File: src/rtl/sio_target_regbank.sv
// Command responder behind sio_target: decodes 80-bit command words and executes them
// on a 32-bit read/write register bank plus a read-only status window.
module sio_target_regbank #(
  parameter int          NREGS   = 8,
  parameter int          NSTAT   = 4,
  parameter logic [31:0] RST_VAL = 32'h0000_0000
) (
  input  logic                  c,
  input  logic                  r,
  input  logic [79:0]           wdata,
  input  logic                  wvalid,
  output logic [31:0]           rdata,
  output logic [32*NREGS-1:0]   regs,
  output logic [NREGS-1:0]      wstrobe,
  input  logic [32*NSTAT-1:0]   stat,
  output logic [15:0]           err_count
);

  localparam logic [7:0] OP_WRITE      = 8'h01;
  localparam logic [7:0] OP_READ       = 8'h02;
  localparam logic [7:0] OP_SET        = 8'h03;
  localparam logic [7:0] OP_CLR        = 8'h04;
  localparam logic [7:0] OP_WRITE_READ = 8'h05;

  logic [7:0]         op_s;
  logic [7:0]         addr_s;
  logic [31:0]        data_s;
  logic               unused_s;

  logic               reg_hit_s;
  logic               stat_hit_s;
  logic [31:0]        cur_s;
  logic [31:0]        stat_val_s;
  logic [31:0]        new_val_s;
  logic               wr_s;
  logic               err_inc_s;

  logic [32*NREGS-1:0] regs_nxt_s;
  logic [NREGS-1:0]    wstrobe_nxt_s;
  logic [31:0]         rdata_nxt_s;
  logic [15:0]         err_nxt_s;

  logic [32*NREGS-1:0] regs_r;
  logic [NREGS-1:0]    wstrobe_r;
  logic [31:0]         rdata_r;
  logic [15:0]         err_r;

  assign op_s     = wdata[79:72];
  assign addr_s   = wdata[39:32];
  assign data_s   = wdata[31:0];
  assign unused_s = ^wdata[71:40];

  // Address decode: selected register value and selected status word, OR-reduced per match.
  always_comb begin
    reg_hit_s  = 1'b0;
    stat_hit_s = 1'b0;
    cur_s      = 32'h0000_0000;
    stat_val_s = 32'h0000_0000;
    for (int k = 0; k < NREGS; k++) begin
      reg_hit_s = reg_hit_s | (addr_s == 8'(k));
      cur_s     = cur_s | ((addr_s == 8'(k)) ? regs_r[32*k +: 32] : 32'h0000_0000);
    end
    for (int i = 0; i < NSTAT; i++) begin
      stat_hit_s = stat_hit_s | (addr_s == 8'(64 + i));
      stat_val_s = stat_val_s | ((addr_s == 8'(64 + i)) ? stat[32*i +: 32] : 32'h0000_0000);
    end
  end

  // Command execution: next register, strobe, read-back and error-count values.
  always_comb begin
    regs_nxt_s    = regs_r;
    wstrobe_nxt_s = '0;
    rdata_nxt_s   = rdata_r;
    new_val_s     = cur_s;
    wr_s          = 1'b0;
    err_inc_s     = 1'b0;
    if (wvalid) begin
      case (op_s)
        OP_WRITE, OP_WRITE_READ: begin
          new_val_s = data_s;
          wr_s      = 1'b1;
        end
        OP_SET: begin
          new_val_s = cur_s | data_s;
          wr_s      = 1'b1;
        end
        OP_CLR: begin
          new_val_s = cur_s & ~data_s;
          wr_s      = 1'b1;
        end
        OP_READ: begin
          if (reg_hit_s) begin
            rdata_nxt_s = cur_s;
          end else if (stat_hit_s) begin
            rdata_nxt_s = stat_val_s;
          end else begin
            err_inc_s = 1'b1;
          end
        end
        default: begin
          err_inc_s = 1'b1;
        end
      endcase
      // Write-class ops always read back the resulting value; status/unmapped targets are errors.
      if (wr_s && reg_hit_s) begin
        rdata_nxt_s = new_val_s;
        for (int k = 0; k < NREGS; k++) begin
          wstrobe_nxt_s[k]       = (addr_s == 8'(k));
          regs_nxt_s[32*k +: 32] = (addr_s == 8'(k)) ? new_val_s : regs_r[32*k +: 32];
        end
      end else if (wr_s) begin
        err_inc_s = 1'b1;
      end else begin
        wstrobe_nxt_s = '0;
      end
    end else begin
      err_inc_s = 1'b0;
    end
    err_nxt_s = (err_inc_s && (err_r != 16'hFFFF)) ? err_r + 16'd1 : err_r;
  end

  // State registers; a command coinciding with reset is dropped.
  always_ff @(posedge c) begin
    if (r) begin
      regs_r    <= {NREGS{RST_VAL}};
      wstrobe_r <= '0;
      rdata_r   <= 32'h0000_0000;
      err_r     <= 16'h0000;
    end else begin
      regs_r    <= regs_nxt_s;
      wstrobe_r <= wstrobe_nxt_s;
      rdata_r   <= rdata_nxt_s;
      err_r     <= err_nxt_s;
    end
  end

  assign regs      = regs_r;
  assign wstrobe   = wstrobe_r;
  assign rdata     = rdata_r;
  assign err_count = err_r;

endmodule

File: config.mk
export PLATFORM = sky130hd
export DESIGN_NAME = sio_target_regbank
export DESIGN_NICKNAME = d
export VERILOG_FILES = /design/src/rtl/sio_target_regbank.sv
export SDC_FILE = /design/constraint.sdc
export NUM_CORES = 1
export LEC_CHECK = 0
export ABC_AREA = 0
export CORE_AREA = 2 2 205 207
export CTS_BUF_LIST = sky130_fd_sc_hd__clkbuf_4
export DETAILED_ROUTE_END_ITERATION = 8
export DIE_AREA = 0 0 207 209
export DONT_BUFFER_PORTS = 1
export PLACE_DENSITY = 0.53
export SYNTH_ARGS = -nofsm -noshare
export SYNTH_HDL_FRONTEND = slang
export SYNTH_SLANG_ARGS = --single-unit
File: constraint.sdc
create_clock -name c -period 3.8 [get_ports c]
set_clock_uncertainty 0.1 [all_clocks]
set_input_delay 0.76 -clock c [delete_from_list [all_inputs] [get_ports c]]
set_output_delay 0.76 -clock c [all_outputs]
set_load 0.1 [all_outputs]
After elaboration in Yosys (flattened, before gate mapping)
Index checks and enable logic that the tools add are counted.

Output and inout bits: 312. Bits of input ports: 211. Flip-flop bits (word level): 312.

Bitwise logic cells: 25. Equality and inequality tests: 17. Add/subtract/negate cells: 1. Reductions and logical operators: 17. Multiplexer cells: 25.

Operator list (number): 32-bit two-way mux (16); 32-bit OR (11); 32-bit one-hot mux with 3 select lines (1); 8-bit by 3-bit equality test with 1-bit output (second input constant) (6); 32-bit bitwise AND (1); 8-bit by 2-bit equality test with 1-bit output (second input constant) (4); 8-bit by 7-bit equality test with 1-bit output (second input constant) (4); 32-bit NOT (1); 3-bit AND reduction (9); 16-bit by 1-bit adder with 16-bit output (second input constant) (1); 8-bit by 1-bit equality test with 1-bit output (second input constant) (2); 16-bit inequality test (second input constant) (1); 1-bit OR (10); 8-bit logical NOT (1); 1-bit two-way mux (7); 4-bit OR reduction (1); 3-bit nonzero test (1); 3-bit OR reduction (1); 1-bit logical AND (2); 1-bit NOT (2); 1-bit one-hot mux with 2 select lines (1); 2-bit nonzero test (1); 2-bit OR reduction (1).

Logic depth before layout (Yosys ltp)
Gate-level depths: netlist of the first run.

Depth in word-level cells: 14. Depth in mapped cells: 9. Depth with buffers taken out: 6.

Worst setup path before layout of the first run
Ideal clock, no wire load.

Path kind: input to register. Start point: input wdata[34]. End point: register rdata_r[22] (netlist: rdata[22]). Cell stages on the path: 8. Arrival: 2.630 ns. Buffers on the path: 3. Library setup time: 0.146 ns. Path slack: 0.923 ns. Cells stage by stage: buf_2 -> buf_2 -> buf_2 -> mux2_2 -> a22oi_1 -> o221ai_1 -> a22oi_1 -> o221ai_1.

Longest elaborated chain between the ends: 12. Elaborated cells on any way between the ends: 55. Those cells by class: eq/ne: 11; mux: 17; bitwise: 22; reduce/logical: 5.

Ends and longest elaborated chain: start: declaration (line 10) `input logic [79:0] wdata,`; 8-bit by 1-bit equality test with 1-bit output or 8-bit logical NOT (tied branches) (line 60, 61); 32-bit two-way mux (line 61) `cur_s = cur_s | ((addr_s == 8'(k)) ? regs_r[32*k +: 32] : 32'h0000_0000);`; 32-bit OR (7 in a row) (line 61); 32-bit bitwise AND (tied with other cells) (line 88) `new_val_s = cur_s & ~data_s;`; 32-bit one-hot mux with 3 select lines or 32-bit two-way mux (tied branches) (line 78) `case (op_s)`; 32-bit two-way mux (line 105) `if (wr_s && reg_hit_s) begin`; end signal: assignment (line 132) `rdata_r <= rdata_nxt_s;`; end: declaration (line 45) `logic [31:0] rdata_r;`.

Parallel ways exist; a longest one is shown, timed or not. The select of a mux whose other input is x is not followed. A chain may end at the register's enable or synchronous reset.

Final worst setup path of the first run
Start point: register regs_r[224] (netlist: regs[224]). End point: register rdata_r[0] (netlist: rdata[0]).

Longest elaborated chain between the ends: 5. Elaborated cells on any way between the ends: 8. Those cells by class: mux: 5; bitwise: 3.

Ends and longest elaborated chain: start: declaration (line 43) `logic [32*NREGS-1:0] regs_r;`; start signal: assignment (line 125) `regs_r <= {NREGS{RST_VAL}};`; start signal: assignment (line 130) `regs_r <= regs_nxt_s;`; 32-bit two-way mux * (line 61); 32-bit OR * (line 61); 32-bit bitwise AND (tied with other cells) (line 88); 32-bit one-hot mux with 3 select lines or 32-bit two-way mux (tied branches) (line 78); 32-bit two-way mux * (line 105).

Every way passes the cells marked *; elsewhere a longest branch is shown, timed or not. The select of a mux whose other input is x is not followed.

==> results of run 1 <==
## cells by family after synthesis
group,count (synthesis),share of synthesized area [%]
buffers and inverters,191,5.77
AND/OR/NAND/NOR,496,16.2
AO/OA/AOI/OAI,553,25.5
multiplexers,115,11.4
flip-flops,312,41.0
adder cells (fa/ha/maj),1,0.0822
## layer usage
metal	share of wire, %	track usage, %	vias up
met5	0	0	-
met4	4.0	14.0	0
met3	10	9.99	151
met2	45	47.2	831
met1	41	38.4	7335
li1	-	-	6833
## synthesized netlist by cell type (all sizes together), types with 4 or more instances
| cell type | number |
|---|---|
| a2111oi | 14 |
| a211oi | 132 |
| a21oi | 57 |
| a221o | 17 |
| a221oi | 10 |
| a22o | 9 |
| a22oi | 39 |
| a31oi | 44 |
| a32oi | 5 |
| and2 | 11 |
| and3 | 10 |
| and4 | 9 |
| buf | 81 |
| clkbuf | 77 |
| dfxtp | 312 |
| inv | 32 |
| mux2 | 43 |
| mux2i | 30 |
| mux4 | 42 |
| nand2 | 88 |
| nand2b | 17 |
| nand3 | 56 |
| nand4 | 10 |
| nor2 | 196 |
| nor2b | 12 |
| nor3 | 33 |
| nor3b | 10 |
| nor4 | 14 |
| o2111ai | 5 |
| o211ai | 10 |
| o21ai | 117 |
| o221ai | 16 |
| o22ai | 39 |
| o2bb2ai | 6 |
| o311ai | 4 |
| o31ai | 10 |
| or2 | 6 |
| or3 | 7 |
| or4 | 10 |
## area by class of cell
cell class	instances	area (um^2)
Antenna cell	2	5.00
Timing Repair Buffer	274	2130
Inverter	33	125
Tap cell	539	674
Clock buffer	135	1010
Fill cell	4093	22800
Clock inverter	19	155
Sequential cell	312	6250
Multi-Input combinational cell	1165	8140
## worst max-delay path by stage
stage	startpoint	to	slack, ns	depth (start not counted)
2_1_floorplan	wdata[34]	rdata[22]	0.92	8
3_3_place_gp	wdata[77]	regs[252]	0.44	6
3_5_place_dp	wdata[77]	regs[252]	0.28	6
4_1_cts	regs[242]	regs[242]	0.97	0
5_1_grt	err_count[13]	err_count[13]	0.88	6
6_report	regs[224]	rdata[0]	0.97	6
## power by group through the flow
stage | clock network (uW) | registers [uW] | logic [uW]
after floorplan | 0 | 3360 | 266
after global placement | 0 | 3350 | 279
after detailed placement | 0 | 3350 | 280
after CTS | 3400 | 3270 | 319
after global routing | 3580 | 3270 | 340
final | 3330 | 3270 | 323
## flip-flops by register name, summed over array words and instances (netlist names)
register,cells
err_count,16
rdata,32
regs,256
wstrobe,8
## what timing repair did
| item | CTS | global route |
|---|---|---|
| endpoints found under the hold margin | 164 | 0 |
| setup buffers | 0 | 0 |
| hold buffers | 3 | 0 |
## stage by stage
| stage | hold WS, ns | instance area, um^2 | cells | power [uW] |
|---|---|---|---|---|
| finish | 0.0949 | 18500 | 2479 | 6930 |
| global route | 0.0676 | 18500 | 2479 | 7190 |
| CTS | 0.00765 | 18500 | 2477 | 6990 |
| detailed placement | 0.445 | 17300 | 2320 | 3630 |
| global placement | 0.411 | 17300 | 2320 | 3630 |
| floorplan | 0.782 | 15200 | 1668 | 3630 |
==> key figures, run 1 <==
Drt
  • DRC Markers: 0
  • Vias per cell: 6.11
  • DR iter-0 viols: 1381
  • Final WL: 68.4 mm
  • Routed length per instance: 27.6 um
  • ANT nets after route: 0
  • DRT Pass-1 Iters: 5
  • Vias: 15200

Floorplanning
  • I/O pins: 523
  • Die H: 209 um
  • FP Rows: 75
  • Core Area: 41300 um^2
  • Die W: 207 um
  • Starting Density: 36.9%
  • Die footprint: 43300 um^2

Global routing
  • Largest net degree at the start of global routing: 164
  • Congestion Overflow GR: 0
  • Initial antenna violation count: 3
  • Vias in the first global route: 14500
  • Total Routing Usage GR: 30.4%
  • First-pass GRT wire length: 98.8 mm

Worst hold path
  • Hold WC Path Type: in -> reg
  • Worst Hold Endpoint: err_count[5]
  • Hold-critical path depth: 2
  • Hold Startpoint: r

Status
  • Status: completed

Logic synthesis
  • Synth cell types: 75
  • Register area share after synthesis: 41.0%
  • Synthesized area: 15200 um^2
  • Yosys warns: 0
  • Async set-or-reset flop fraction in the synthesized netlist: 0%
  • Synth top area cells: dfxtp_1 (41%), mux4_2 (6.2%), a211oi_1 (6.1%)
  • Synthesized flop and latch total: 312
  • Yosys top cell by area: dfxtp_1
  • Synthesized area per cell: 9.12 um^2
  • Synth top area share: 41.0%
  • Mapped Nets: 1880
  • Synthesized instance count: 1668
  • Post-synth EDFFs: 0
  • Top FF cell, synth: dfxtp_1

Setup path
  • Worst r2r src: regs[224]
  • CP max stage cell: a211oi_2
  • Worst Path Required: 4.35 ns
  • Crit path max fanout: 9
  • CP bufs+invs: 1
  • Kind of cell adding the most delay to the critical path: compound AO/OA/AOI/OAI gates
  • R2R Setup Slk: 0.97 ns
  • Startpoint types: register
  • Data arrival, critical path: 3.37 ns
  • Crit path largest cell delay: 1.13 ns
  • FF-to-FF path depth: 6
  • Crit. End Element: register
  • Crit path kind: reg -> reg
  • Worst path cell trace: buf_4, mux2_2, a22oi_1, o22ai_1, a211oi_2, o221ai_1
  • RR Endpoint: rdata[0]

Timing
  • Tmin final: 2.83 ns
  • Worst setup margin: 0.974 ns
  • RSZ-0062 raised after global routing: false
  • Slew @ Worst Pin: 1.30 ns
  • Setup TNS: 0 ns
  • Fin crit share: 74.4%
  • Final hold vios: 0
  • Max Clk Rate: 354 MHz
  • Final Max Tran Viols: 0
  • Setup violators final: 0
  • Worst slew margin: 12.9%

Power
  • Cell internal pwr: 5200 uW
  • VDD IR max: 0.202 mV
  • Pwr per Cell Area: 375 nW/um^2
  • Seq pwr share: 47.2%
  • Power share of the clock group: 48.1%
  • Net Sw Power: 1720 uW
  • Leak: 0.00681 uW
  • Switch share: 24.9%
  • Comb power frac: 4.7%

Run
  • Max cap viols: 0

Placement
  • GPL Wtd Cong: 0.909
  • Detailed placement HPWL: 48.1 mm
  • IO buf count: 0
  • Pre-CTS setup slack: 0.282 ns

Clock tree
  • Worst-Skew Late Latency: 0.83 ns
  • CTS max path bufs: 3
  • CTS tree: yes
  • Max H-tree Level: 3
  • CTS buffer count: 88
  • CTS resizes: 0
  • Sink Count: 312
  • Worst-path clk slew: 0.06 ns
  • Clock root cell: clkbuf_4

Final layout
  • Final net count: 2086
  • Layout cell share with drive strength beyond 1: 28.3%
  • Commonest non-fill, non-tap cell in the layout: dfxtp_1
  • Layout Utilization: 44.8%
  • Area delta synth->final: 21.5%
  • Most frequent cells in the layout: dfxtp_1 (312), buf_4 (267), nor2_1 (194)
No activity file was read; power rests on OpenSTA's default activity.
==> inputs of run 2 (changes only) <==
==> config.mk (replaced) <==
export PLATFORM = sky130hd
export DESIGN_NAME = sio_target_regbank
export DESIGN_NICKNAME = d
export VERILOG_FILES = /design/src/rtl/sio_target_regbank.sv
export SDC_FILE = /design/constraint.sdc
export NUM_CORES = 1
export LEC_CHECK = 0
export ABC_AREA = 1
export CORE_AREA = 2 2 202 204
export CTS_BUF_LIST = sky130_fd_sc_hd__clkbuf_4
export DETAILED_ROUTE_END_ITERATION = 8
export DIE_AREA = 0 0 204 206
export DONT_BUFFER_PORTS = 1
export PLACE_DENSITY = 0.58
export SYNTH_ARGS = -nofsm -noshare
export SYNTH_HDL_FRONTEND = slang
export SYNTH_SLANG_ARGS = --single-unit
==> constraint.sdc (replaced) <==
create_clock -name c -period 2.86 [get_ports c]
set_clock_uncertainty 0.1 [all_clocks]
set_input_delay 0.572 -clock c [delete_from_list [all_inputs] [get_ports c]]
set_output_delay 0.572 -clock c [all_outputs]
set_load 0.1 [all_outputs]
==> key figures, run 2 <==
Final layout
  • Most frequent cells in the layout: nand2_1 (518), nor2_1 (480), buf_4 (442)
  • Fin cells: 3723
  • Commonest non-fill, non-tap cell in the layout: nand2_1
  • Fillers: 4077
  • Area delta synth->final: 34.2%
  • Final net count: 3329
  • Layout cell share with drive strength beyond 1: 20.4%
  • Max reg flops: 256

Timing
  • Worst slew margin: 34.4%
  • Final Max Tran Viols: 0
  • Slew @ Worst Pin: 0.982 ns
  • Fin crit share: 86.1%
  • RSZ-0062 raised after global routing: false
  • Setup TNS: 0 ns
  • Final hold vios: 0
  • Tmin final: 2.46 ns
  • Setup violators final: 0
  • Max Clk Rate: 406 MHz

Run
  • Max cap viols: 0

Power
  • Leak: 0.0108 uW
  • Pwr per Cell Area: 404 nW/um^2
  • VDD IR max: 0.246 mV

Logic synthesis
  • Synthesized area per cell: 6.22 um^2
  • Top FF cell, synth: dfxtp_1
  • Mapped Nets: 2868
  • Register area share after synthesis: 37.8%
  • Most frequent cell after synthesis: nand2_1
  • Synthesized area: 16500 um^2
  • Synth top area cells: dfxtp_1 (38%), nand2_1 (12%), nor2_1 (11%)
  • Synth top area share: 37.8%
  • Post-synth EDFFs: 0
  • Synth cell types: 32
  • Synthesized flop and latch total: 312
  • Synthesized instance count: 2656
  • Async set-or-reset flop fraction in the synthesized netlist: 0%
  • Yosys top cell by area: dfxtp_1
  • Synth top cells by count: nand2_1 (519), nor2_1 (484), dfxtp_1 (312), nand3_1 (311), inv_1 (296)
  • Yosys warns: 0

Global routing
  • Total Routing Usage GR: 35.5%
  • Largest net degree at the start of global routing: 119
  • Congestion Overflow GR: 0
  • Vias in the first global route: 18400
  • Initial antenna violation count: 4
  • First-pass GRT wire length: 112 mm

Status
  • Status: completed

Placement
  • Detailed placement HPWL: 55.1 mm
  • IO buf count: 0
  • GPL Wtd Cong: 0.966
  • Dpl cells: 3495

Floorplanning
  • Core Area: 40200 um^2
  • Die W: 204 um
  • I/O pins: 523
  • Starting Density: 41.1%
  • Die footprint: 42000 um^2
  • Die H: 206 um
  • FP Rows: 74

Setup path
  • Crit. End Element: output port
  • Crit path max fanout: 1
  • Data arrival, critical path: 1.79 ns
  • FF-to-FF path depth: 9
  • Startpoint types: register
  • Worst r2r src: err_count[0]
  • Worst Path Required: 2.19 ns
  • Crit path kind: reg -> out
  • RR Endpoint: err_count[6]
  • R2R Setup Slk: 0.72 ns

Drt
  • Vias: 19800
  • ANT nets after route: 0
  • DRC Markers: 0
  • Final WL: 77.4 mm
  • Vias per cell: 5.33
  • DRT Pass-1 Iters: 7
  • DR iter-0 viols: 1652
  • Routed length per instance: 20.8 um

Clock tree
  • CTS resizes: 0
  • CTS max path bufs: 3
  • Max H-tree Level: 3
  • CTS buffer count: 90
  • Clock root cell: clkbuf_4
  • Worst-Skew Late Latency: 0.85 ns
  • Worst-path clk slew: 0.07 ns
  • CTS tree: yes
  • Sink Count: 312

Worst hold path
  • Worst Hold Endpoint: rdata[20]
  • Hold WC Path Type: in -> reg
  • Hold Startpoint: stat[52]
  • Hold-critical path depth: 6
[run 2: how the worst max path moves through the flow]
stage	from	end	cells after the start
after floorplan	err_count[1]	err_count[11]	10
after global placement	wdata[37]	rdata[22]	14
after detailed placement	wdata[33]	err_count[0]	9
after CTS	wstrobe[6]	wstrobe[6]	0
after global routing	wdata[37]	rdata[2]	13
final	wstrobe[6]	wstrobe[6]	0
[run 2: worst reg2reg max path: cells and delay by family (launching register included)]
kind | cells | cell delay, ns
and+or+nand+nor | 6 | 1.13
buffers and inverters | 1 | 0.08
AOI/OAI and AO/OA | 1 | 0.15
DFF | 1 | 0.40
adders and majority gates | 1 | 0.21
[run 2: final cells by class]
cell class,count,area [um^2],area share [%]
diodes,11,27.5,0.124
clock inverters,25,129,0.581
clock buffers,130,976,4.40
inverters,311,1170,5.29
well taps,532,666,3.00
multi-input cells,1869,8430,38.0
repair buffers,533,4540,20.5
flip-flops and latches,312,6250,28.2
[run 2: metal layers]
metal | share of wire [%] | GRT usage (%)
met3 | 11 | 12.6
met2 | 47 | 59.7
met4 | 5.8 | 19.7
met1 | 36 | 39.2
met5 | 0.010 | 0
[run 2: what timing repair did]
action,in CTS,in global routing
hold buffers,62,0
buffers inserted,0,0
hold endpoints to repair,139,0
[run 2: per-stage QoR]
step	total power (uW)	utilization, %	hold slack (ns)	setup slack [ns]	cell area (um^2)
detailed placement	4710	50.8	0.390	0.00203	20400
CTS	9050	55.1	0.0000225	0.362	22200
global route	9310	55.1	0.0627	0.330	22200
global placement	4700	50.8	0.388	0.0361	20400
floorplan	4630	-	0.695	0.00415	16500
finish	8960	55.2	0.0593	0.397	22200
[run 2: report_power, final]
| group | internal [uW] | total, uW | leakage [uW] | switching, uW |
|---|---|---|---|---|
| clock network | 2160 | 4240 | 0.000665 | 2070 |
| registers | 4350 | 4350 | 0.00251 | 3.16 |
| logic | 124 | 371 | 0.00764 | 247 |
[run 2: cell families after synthesis]
logic type	share of synthesized area, %
AND/OR/NAND/NOR	36.0
flip-flops	37.8
XOR/XNOR	0.636
buffers and inverters	11.5
adder cells (fa/ha/maj)	0.0757
AO/OA/AOI/OAI	14.0
==> inputs of run 3 (changes only) <==
--- a/config.mk
+++ b/config.mk
@@ -8,9 +8,11 @@
 export ABC_AREA = 1
 export CORE_AREA = 2 2 202 204
 export CTS_BUF_LIST = sky130_fd_sc_hd__clkbuf_4
+export CTS_CLUSTER_SIZE = 24
 export DETAILED_ROUTE_END_ITERATION = 8
 export DIE_AREA = 0 0 204 206
 export DONT_BUFFER_PORTS = 1
+export GPL_TIMING_DRIVEN = 0
 export PLACE_DENSITY = 0.58
 export SYNTH_ARGS = -nofsm -noshare
 export SYNTH_HDL_FRONTEND = slang
==> key figures, run 3 (synthesis gave the netlist of run 2 again) <==
Power
  • VDD IR max: 0.275 mV
  • Leak: 0.00871 uW
  • Pwr Total: 8970 uW
  • Pwr per Cell Area: 470 nW/um^2

Floorplanning
  • Starting Density: 41.1%
  • I/O pins: 523
  • Die W: 204 um
  • Core Area: 40200 um^2
  • FP Rows: 74
  • Die footprint: 42000 um^2
  • Die H: 206 um

Status
  • Status: completed

Timing
  • RSZ-0062 raised after global routing: false
  • Worst setup margin: 0.0720 ns
  • Final hold vios: 0
  • Worst slew margin: 18.0%
  • Fin crit share: 97.5%
  • Slew @ Worst Pin: 1.23 ns
  • Final Max Tran Viols: 0
  • Max Clk Rate: 359 MHz
  • Tmin final: 2.79 ns
  • Setup violators final: 0

Clock tree
  • CTS buffer count: 90
  • Worst-Skew Late Latency: 0.87 ns
  • Worst-path clk slew: 0.06 ns
  • Clock root cell: clkbuf_4
  • CTS max path bufs: 3
  • CTS tree: yes
  • Sink Count: 312
  • Max H-tree Level: 3

Placement
  • Pre-CTS setup slack: -0.706 ns
  • Detailed placement HPWL: 64.6 mm
  • GPL Wtd Cong: 0.978
  • IO buf count: 0
  • Dpl cells: 3188

Setup path
  • FF-to-FF path depth: 8
  • Worst Path Required: 3.53 ns
  • Crit path max fanout: 10
  • Crit path largest cell delay: 0.80 ns
  • R2R Setup Slk: 0.16 ns
  • Worst r2r src: regs[41]
  • RR Endpoint: regs[41]
  • Crit. End Element: register
  • Critical Path Start: wdata[37]
  • Worst path cell trace: nor2_1, nand2_2, nor2_1, buf_2, nand2_1, o21ai_0, nor2_1, nand2_1, nand2_1, nand2_1, nor2_1, nor2_1
  • Crit path kind: in -> reg
  • Startpoint types: input pin
  • CP max stage cell: nor2_1
  • Crit path capture: regs[41]
  • Data arrival, critical path: 3.46 ns
  • Cell seen most often among critical-path stages: nor2_1

Global routing
  • Largest net degree at the start of global routing: 14
  • Congestion Overflow GR: 0
  • Total Routing Usage GR: 38.4%
  • First-pass GRT wire length: 117 mm
  • Vias in the first global route: 17400
  • Initial antenna violation count: 4

Run
  • Max cap viols: 0

Worst hold path
  • Hold WC Path Type: in -> reg

Final layout
  • Final net count: 3033
  • Most frequent cells in the layout: nand2_1 (519), nor2_1 (484), nand3_1 (311)
  • Area delta synth->final: 15.5%
  • Layout Utilization: 47.5%
  • Fillers: 4351
  • Fin cells: 3419
  • Layout cell share with drive strength beyond 1: 9.16%
  • Commonest non-fill, non-tap cell in the layout: nand2_1
  • Max reg flops: 256

Drt
  • Metal-1 WL: 32.0 mm
  • Vias: 19100
  • WL met3: 10.4 mm
  • DRT Pass-1 Iters: 6
  • Routed length per instance: 24.4 um
  • Metal2 WL: 36.2 mm
  • ANT nets after route: 0
  • Vias per cell: 5.58
  • Final WL: 83.4 mm
  • Uppermost layer routed: met5
  • DRC Markers: 0
  • DR iter-0 viols: 2060
[run 3: critical path: cells and delay by family]
family                 cells  cell delay, ns
AND/OR/NAND/NOR           10            2.13
buffers and inverters      1            0.45
AO/OA/AOI/OAI              1            0.31
[run 3: report_power, final]
group / leakage (uW) / switching, uW / internal, uW
combinational: 0.00554 / 259 / 107
clock: 0.000647 / 2090 / 2150
sequential: 0.00252 / 24.2 / 4340
total: 0.00871 / 2370 / 6590
[run 3: worst min-delay path by stage]
stage,start,to,slack [ns],depth (start not counted)
2_1_floorplan,stat[106],rdata[10],0.70,4
3_3_place_gp,stat[115],rdata[19],0.72,4
3_5_place_dp,stat[113],rdata[17],0.72,4
5_1_grt,stat[16],rdata[16],0.09,8
6_report,stat[36],rdata[4],0.08,8
4_1_cts,stat[24],rdata[24],0.003,6
[run 3: cell type report]
type	instances	area (um^2)	area share [%]
inverter	311	1170	6.12
clock buffer	129	968	5.07
clock inverter	24	134	0.701
multi-input combinational	1869	8400	44.0
buffer	164	731	3.83
sequential	312	6280	32.9
timing repair buffer	73	728	3.81
antenna	5	12.5	0.0655
tap	532	666	3.49
[run 3: timing repair]
action,in CTS,in global routing
buffers inserted,0,1
hold buffers,72,0
pin swaps,0,2
cloned,0,0
setup endpoints to repair,15,12
hold endpoints to repair,118,0
resized for setup,16,8
[run 3: through the flow]
step,hold WS [ns],setup TNS [ns],cell area (um^2)
floorplan,0.695,0,16500
global placement,0.717,-94.54,17200
detailed placement,0.722,-101.24,17200
CTS,0.00289,0,19000
global route,0.0901,0,19100
finish,0.0765,0,19100
[run 3: layer usage]
metal | GRT usage [%] | vias up
met5 | 1.19 | -
met4 | 21.6 | 4
met3 | 14.1 | 209
met2 | 58.8 | 1175
met1 | 46.6 | 8797
li1 | - | 8886
